[config.mk]
export PLATFORM = sky130hd
export DESIGN_NAME = uart_receive_flat
export DESIGN_NICKNAME = d
export VERILOG_FILES = /design/src/rtl/uart_receive_if.sv /design/src/rtl/uart_receive.sv /design/src/flat_wrapper.sv
export SDC_FILE = /design/constraint.sdc
export NUM_CORES = 1
export LEC_CHECK = 0
export CAP_MARGIN = 25
export CORE_MARGIN = 5
export CORE_UTILIZATION = 42
export DETAILED_ROUTE_END_ITERATION = 12
export GPL_ROUTABILITY_DRIVEN = 0
export HOLD_SLACK_MARGIN = 0.02
export PLACE_DENSITY = 0.7
export SLEW_MARGIN = 20
export SYNTH_ARGS = -nofsm -noshare
export SYNTH_HDL_FRONTEND = slang
export SYNTH_SLANG_ARGS = --single-unit
[constraint.sdc]
create_clock -name clk_100mhz -period 1.66 [get_ports clk_100mhz]
set_input_delay 0.166 -clock clk_100mhz [delete_from_list [all_inputs] [get_ports clk_100mhz]]
set_output_delay 0.166 -clock clk_100mhz [all_outputs]
set_load 0.05 [all_outputs]
[src/rtl/uart_receive_if.sv]
// Serial receive bundle: the raw line into the receiver, and the byte/strobe/error results out of it.
interface uart_receive_if;
    logic       rx_wire_in;
    logic       new_data_out;
    logic [7:0] data_byte_out;
    logic       framing_error_out;

    modport master (
        output rx_wire_in,
        input  new_data_out,
        input  data_byte_out,
        input  framing_error_out
    );

    modport slave (
        input  rx_wire_in,
        output new_data_out,
        output data_byte_out,
        output framing_error_out
    );
endinterface

[src/rtl/uart_receive.sv]
// 8N1 UART receiver sampling mid-bit; byte strobe appears 1 cycle after the mid-stop-bit sample.
// No backpressure: each result is a single-cycle pulse that the consumer must catch.
module uart_receive #(
    parameter int INPUT_CLOCK_FREQ = 100_000_000,
    parameter int BAUD_RATE        = 115_200
) (
    input  logic          clk_100mhz,
    input  logic          sys_rst,
    uart_receive_if.slave rx_if
);
    localparam int BAUD_BIT_PERIOD = INPUT_CLOCK_FREQ / BAUD_RATE;
    localparam int HALF_PERIOD     = BAUD_BIT_PERIOD / 2;
    localparam int CNT_W           = $clog2(BAUD_BIT_PERIOD + 1);
    localparam logic [CNT_W-1:0] CNT_HALF_LAST = CNT_W'(HALF_PERIOD - 1);
    localparam logic [CNT_W-1:0] CNT_BIT_LAST  = CNT_W'(BAUD_BIT_PERIOD - 1);

    typedef enum logic [2:0] {
        S_IDLE,
        S_START,
        S_DATA,
        S_STOP,
        S_TRANSMIT
    } state_t;

    state_t           r_state;
    logic             r_sync1;
    logic             r_sync2;
    logic             r_rx_prev;
    logic [1:0]       r_warm;
    logic [CNT_W-1:0] r_cnt;
    logic [2:0]       r_bit_idx;
    logic [7:0]       r_shift;
    logic [7:0]       r_data;
    logic             r_new_data;
    logic             r_frame_err;
    logic             w_rx;
    logic             w_fall;

    // The synchronizer and history flop hold fake 1s for a few cycles after reset,
    // so edges are only trusted once r_rx_prev carries a real line sample.
    assign w_rx   = r_sync2;
    assign w_fall = (r_warm == 2'd3) && r_rx_prev && !w_rx;

    assign rx_if.new_data_out      = r_new_data;
    assign rx_if.data_byte_out     = r_data;
    assign rx_if.framing_error_out = r_frame_err;

    always_ff @(posedge clk_100mhz) begin
        if (sys_rst) begin
            r_sync1     <= 1'b1;
            r_sync2     <= 1'b1;
            r_rx_prev   <= 1'b1;
            r_warm      <= 2'd0;
            r_state     <= S_IDLE;
            r_cnt       <= '0;
            r_bit_idx   <= 3'd0;
            r_shift     <= 8'h00;
            r_data      <= 8'h00;
            r_new_data  <= 1'b0;
            r_frame_err <= 1'b0;
        end else begin
            r_sync1     <= rx_if.rx_wire_in;
            r_sync2     <= r_sync1;
            r_rx_prev   <= r_sync2;
            r_new_data  <= 1'b0;
            r_frame_err <= 1'b0;
            if (r_warm != 2'd3) begin
                r_warm <= r_warm + 2'd1;
            end

            case (r_state)
                S_IDLE: begin
                    if (w_fall) begin
                        r_state <= S_START;
                        r_cnt   <= '0;
                    end
                end
                S_START: begin
                    if (r_cnt == CNT_HALF_LAST) begin
                        r_cnt     <= '0;
                        r_bit_idx <= 3'd0;
                        r_state   <= w_rx ? S_IDLE : S_DATA;
                    end else begin
                        r_cnt <= r_cnt + CNT_W'(1);
                    end
                end
                S_DATA: begin
                    if (r_cnt == CNT_BIT_LAST) begin
                        r_shift[r_bit_idx] <= w_rx;
                        r_cnt              <= '0;
                        r_bit_idx          <= r_bit_idx + 3'd1;
                        if (r_bit_idx == 3'd7) begin
                            r_state <= S_STOP;
                        end
                    end else begin
                        r_cnt <= r_cnt + CNT_W'(1);
                    end
                end
                S_STOP: begin
                    if (r_cnt == CNT_BIT_LAST) begin
                        r_cnt <= '0;
                        // Outputs are set here so they are visible during the TRANSMIT cycle itself.
                        if (w_rx) begin
                            r_state    <= S_TRANSMIT;
                            r_data     <= r_shift;
                            r_new_data <= 1'b1;
                        end else begin
                            r_state     <= S_IDLE;
                            r_frame_err <= 1'b1;
                        end
                    end else begin
                        r_cnt <= r_cnt + CNT_W'(1);
                    end
                end
                S_TRANSMIT: begin
                    r_state <= S_IDLE;
                end
                default: begin
                    r_state <= S_IDLE;
                end
            endcase
        end
    end
endmodule

[src/flat_wrapper.sv]
// flat-port wrapper written by rule: the top's interface ports become plain ports
module uart_receive_flat 
#(
    parameter int INPUT_CLOCK_FREQ = 100_000_000,
    parameter int BAUD_RATE        = 115_200
)
  (clk_100mhz, sys_rst, rx_if_rx_wire_in, rx_if_new_data_out, rx_if_data_byte_out, rx_if_framing_error_out);
  uart_receive_if rx_if_i ();
  input  logic clk_100mhz;
  input  logic sys_rst;
  input wire logic [$bits(rx_if_i.rx_wire_in)-1:0] rx_if_rx_wire_in;
  output wire logic [$bits(rx_if_i.new_data_out)-1:0] rx_if_new_data_out;
  output wire logic [$bits(rx_if_i.data_byte_out)-1:0] rx_if_data_byte_out;
  output wire logic [$bits(rx_if_i.framing_error_out)-1:0] rx_if_framing_error_out;
  assign rx_if_i.rx_wire_in = rx_if_rx_wire_in;
  assign rx_if_new_data_out = rx_if_i.new_data_out;
  assign rx_if_data_byte_out = rx_if_i.data_byte_out;
  assign rx_if_framing_error_out = rx_if_i.framing_error_out;
  uart_receive #(.INPUT_CLOCK_FREQ(INPUT_CLOCK_FREQ), .BAUD_RATE(BAUD_RATE)) u_core (.clk_100mhz(clk_100mhz), .sys_rst(sys_rst), .rx_if(rx_if_i));
endmodule
==> flow_metrics.py, run 1 <==
metrics = {
    "status": {
        "status": "complete, no violations",
    },
    "pwr": {
        "intPower_mw": 1.68,
        "p_leak_nw": 0.932,
        "ir_drop_mv": 0.422,
        "power_frac_comb_pct": 32.4,
        "power_frac_seq_pct": 42.0,
        "p_switching_mw": 0.758,
        "power.share.clock_pct": 25.6,
        "powerDensity_nw_per_um2": 1000,
        "swShare_pct": 31.1,
    },
    "cells_and_area": {
        "stdcell_count": 300,
        "area_growth_pct": 29.8,
        "drive_gt1_share_pct": 30.6,
        "final_area_sq_um": 2430,
        "fin_nets": 255,
        "fill_cells": 351,
        "antenna_cells": 0,
    },
    "timing": {
        "rsz0062_at_grt": "true",
        "relSlewSlack_pct": 66.9,
        "max_freq_ghz": 0.605,
        "period_needed_ns": 1.65,
        "worst_pin_slew_ns": 0.495,
        "hold_viol": 0,
        "fin_ws_ns": 0.00689,
        "setup_violations": 0,
        "fin_worst_skew_ns": 0.00552,
        "holdWs_ns": 0.419,
        "post-route-period-util_pct": 99.6,
        "tns_ns": 0,
        "drv_slew": 0,
    },
    "worst_hold_path": {
        "hold_end": "u_core.r_sync2",
        "hold_path_class": "register to register",
        "hold_depth": 1,
        "min_from": "u_core.r_sync1",
    },
    "logic_synthesis": {
        "synth_enable_flop_cells": 0,
        "synth-async-reset-ratio_pct": 0,
        "syn_inst": 204,
        "syn_avg_cell_area_sq_um": 9.18,
        "synth-seq-area-share_pct": 41.7,
        "syn_area_sq_um": 1870,
        "synthTopCellsByArea": "dfxtp_1 (42%), mux2i_1 (9.6%), nor2_1 (5.4%), ha_1 (3.3%), nand4_1 (2.7%)",
        "synthFlopType": "dfxtp_1",
        "synthDominantCellAreaShare_pct": 41.7,
        "yosysWarningCount": 0,
        "synth_top_area_cell": "dfxtp_1",
        "syn-num-nets": 212,
        "ys_ff_latch": 39,
        "synth_cell_type_count": 42,
    },
    "drt": {
        "wl_per_cell_microns": 12.7,
        "drt_wl_total_microns": 3800,
        "ant_nets": 0,
        "vias_per_cell": 5.21,
        "drt_first_pass_iters": 4,
        "first_iter_violations": 55,
        "drc": 0,
        "vias": 1562,
    },
    "clock_network": {
        "cts-root-buf": "clkbuf_8",
        "clock-sinks": 39,
        "cts_max_level": 2,
        "cts_tree": "yes",
        "cts_hold_buffers": 0,
        "path_clk_slew_ns": 0.07,
        "clk_latency_ns": 0.29,
        "cts_buffers": 5,
        "cts_buffer_depth": 2,
    },
    "setup_path": {
        "crit_required_ns": 1.85,
        "reg2reg_to": "u_core.r_shift[4]",
        "critPathKind": "register to register",
        "path_max_fanout": 7,
        "arrival_ns": 1.84,
        "start_kind": "register",
        "r2r_start": "u_core.r_state[2]",
        "ff2ff_setup_slack_ns": 0.007,
        "worstSetupEndpointType": "register",
        "r2r_cells": 6,
    },
    "placed_design": {
        "dp.cells": 289,
        "place_ws_ns": -0.103,
        "io_buffer_count": 12,
        "placed_area_sq_um": 2240,
        "dpl.hpwl_microns": 2740,
    },
    "floorplanning": {
        "pin_count": 13,
        "fp.dieH_microns": 76.8,
        "fp.dieArea_sq_um": 5890,
        "start_util_pct": 43.0,
        "rows": 24,
        "die_x_microns": 76.8,
        "coreArea_sq_um": 4350,
    },
    "grt": {
        "antenna_found_initial": 0,
        "grt_pass1_wl_microns": 6570,
        "overflow": 0,
        "grt_max_degree": 22,
        "grt_pass1_vias": 1473,
        "grt.total_usage_pct": 13.5,
    },
    "run": {
        "cap_violations": 0,
    },
}
-- power by group through the flow --
stage / Combinational [mW] / Clock (mW) / Sequential, mW
floorplan: 0.487 / 0 / 1.02
global placement: 0.684 / 0 / 1.03
detailed placement: 0.689 / 0 / 1.03
CTS: 0.706 / 0.644 / 1.01
global route: 0.869 / 0.689 / 1.03
finish: 0.790 / 0.624 / 1.02
-- through the flow --
step	utilization, %	total power [mW]
2_1_floorplan	-	1.51
6_report	55.8	2.44
5_1_grt	55.8	2.59
3_5_place_dp	51.5	1.72
4_1_cts	54.5	2.36
3_3_place_gp	51.5	1.72
-- state kept, by name, summed over array words and instances (netlist names) --
signal,cells
u_core.r_cnt,10
u_core.r_sync2,1
u_core.r_shift,8
u_core.rx_if.data_byte_out,8
u_core.r_rx_prev,1
u_core.rx_if.new_data_out,1
u_core.r_bit_idx,3
u_core.r_sync1,1
u_core.rx_if.framing_error_out,1
u_core.r_warm,2
u_core.r_state,3
-- what timing repair did --
action,in CTS,in global routing
gates cloned,0,0
resized for setup,7,14
pin swaps,2,3
hold endpoints to repair,0,0
buffers inserted,1,2
setup endpoints to repair,18,29
-- area by class of cell --
type	instances	area, sq um	area share (%)
Tap cell	52	65.1	2.68
Clock inverter	2	12.5	0.515
Clock buffer	6	72.6	2.99
Sequential cell	39	787	32.4
Timing Repair Buffer	46	382	15.7
Multi-Input combinational cell	149	1090	44.8
Inverter	6	22.5	0.927
-- synth_stat cells, drive strengths merged, types with 2 or more instances --
cell    number
o21ai        5
dfxtp       39
nor2        28
mux2i       18
nand3b       4
nand2       12
o32ai        2
ha           5
a22o         3
or3          3
buf          5
a211o        2
a31oi        4
o41ai        2
clkbuf       5
inv          6
nor2b        3
nor3         5
nor4         4
nand2b       5
a21oi        6
nor3b        3
nand3        9
and4         2
a21o         4
nand4        8
or2          5
-- cell families after synthesis --
logic type | synth area share, %
xor+xnor | 0.468
compound gates | 13.1
mux | 9.63
buf+inv | 3.81
fa+ha+maj | 3.34
simple gates | 27.9
flops | 41.7
-- how the worst max path moves through the flow --
stage / start / endpoint / slack (ns) / cells past startpoint
floorplan: u_core.r_cnt[0] / u_core.rx_if.data_byte_out[2] / 0.002 / 6
global placement: u_core.r_cnt[0] / u_core.r_shift[0] / -0.08 / 6
detailed placement: u_core.r_cnt[0] / u_core.r_shift[0] / -0.10 / 6
CTS: u_core.r_cnt[8] / u_core.r_cnt[2] / 0.006 / 8
global route: u_core.r_cnt[0] / u_core.r_shift[0] / -0.08 / 7
finish: u_core.r_state[2] / u_core.r_shift[4] / 0.007 / 6
-- layer usage --
metal | part of all wire (%) | global-route usage (%) | up-vias
li1 | - | - | 823
met1 | 50 | 17.6 | 711
met2 | 45 | 21.1 | 21
met3 | 3.4 | 2.93 | 7
met4 | 1.8 | 6.29 | 0
met5 | 0 | 0 | -
-- cells in the final DEF, fill, tap and decap left out, drive strengths merged --
| master | count |
|---|---|
| xor2 | 1 |
| nand2 | 12 |
| a21oi | 6 |
| o21ai | 5 |
| a22o | 3 |
| nand3b | 4 |
| and4 | 2 |
| clkinvlp | 1 |
| nand4 | 8 |
| or2 | 5 |
| buf | 38 |
| nor2b | 3 |
| ha | 5 |
| inv | 6 |
| nand3 | 9 |
| nor4b | 1 |
| dfxtp | 39 |
| mux2i | 18 |
| a31oi | 4 |
| o22ai | 1 |
| nand4b | 1 |
| o41ai | 2 |
| nor4 | 4 |
| a211oi | 1 |
| a211o | 2 |
| o211a | 1 |
| nor2 | 28 |
| clkdlybuf4s50 | 8 |
| or3 | 3 |
| nand2b | 5 |
| a21o | 4 |
| nor3b | 3 |
| clkbuf | 6 |
| and4b | 1 |
| nor3 | 5 |
| clkinv | 1 |
| o32ai | 2 |
-- critical path, stage by stage (launching register included) --
cell and delay [ns]:
dfxtp_1 0.40, nor3b_2 0.33, nand4_1 0.14, buf_4 0.17
nor4_2 0.22, mux2i_1 0.22, nor2_1 0.05
Power figures use the tool's default switching activity.
==> run 2, diff against run 1 <==
Settings changed: CTS_CLUSTER_SIZE from default to 16.
==> results of run 2 <==
Same layout as run 1: the final DEF is identical, and so are final timing and power.
==> run 3, diff against run 2 <==
Settings changed: CAP_MARGIN 25 to default.
==> results of run 3 <==
Same layout as run 1: the final DEF is identical, and so are final timing and power.
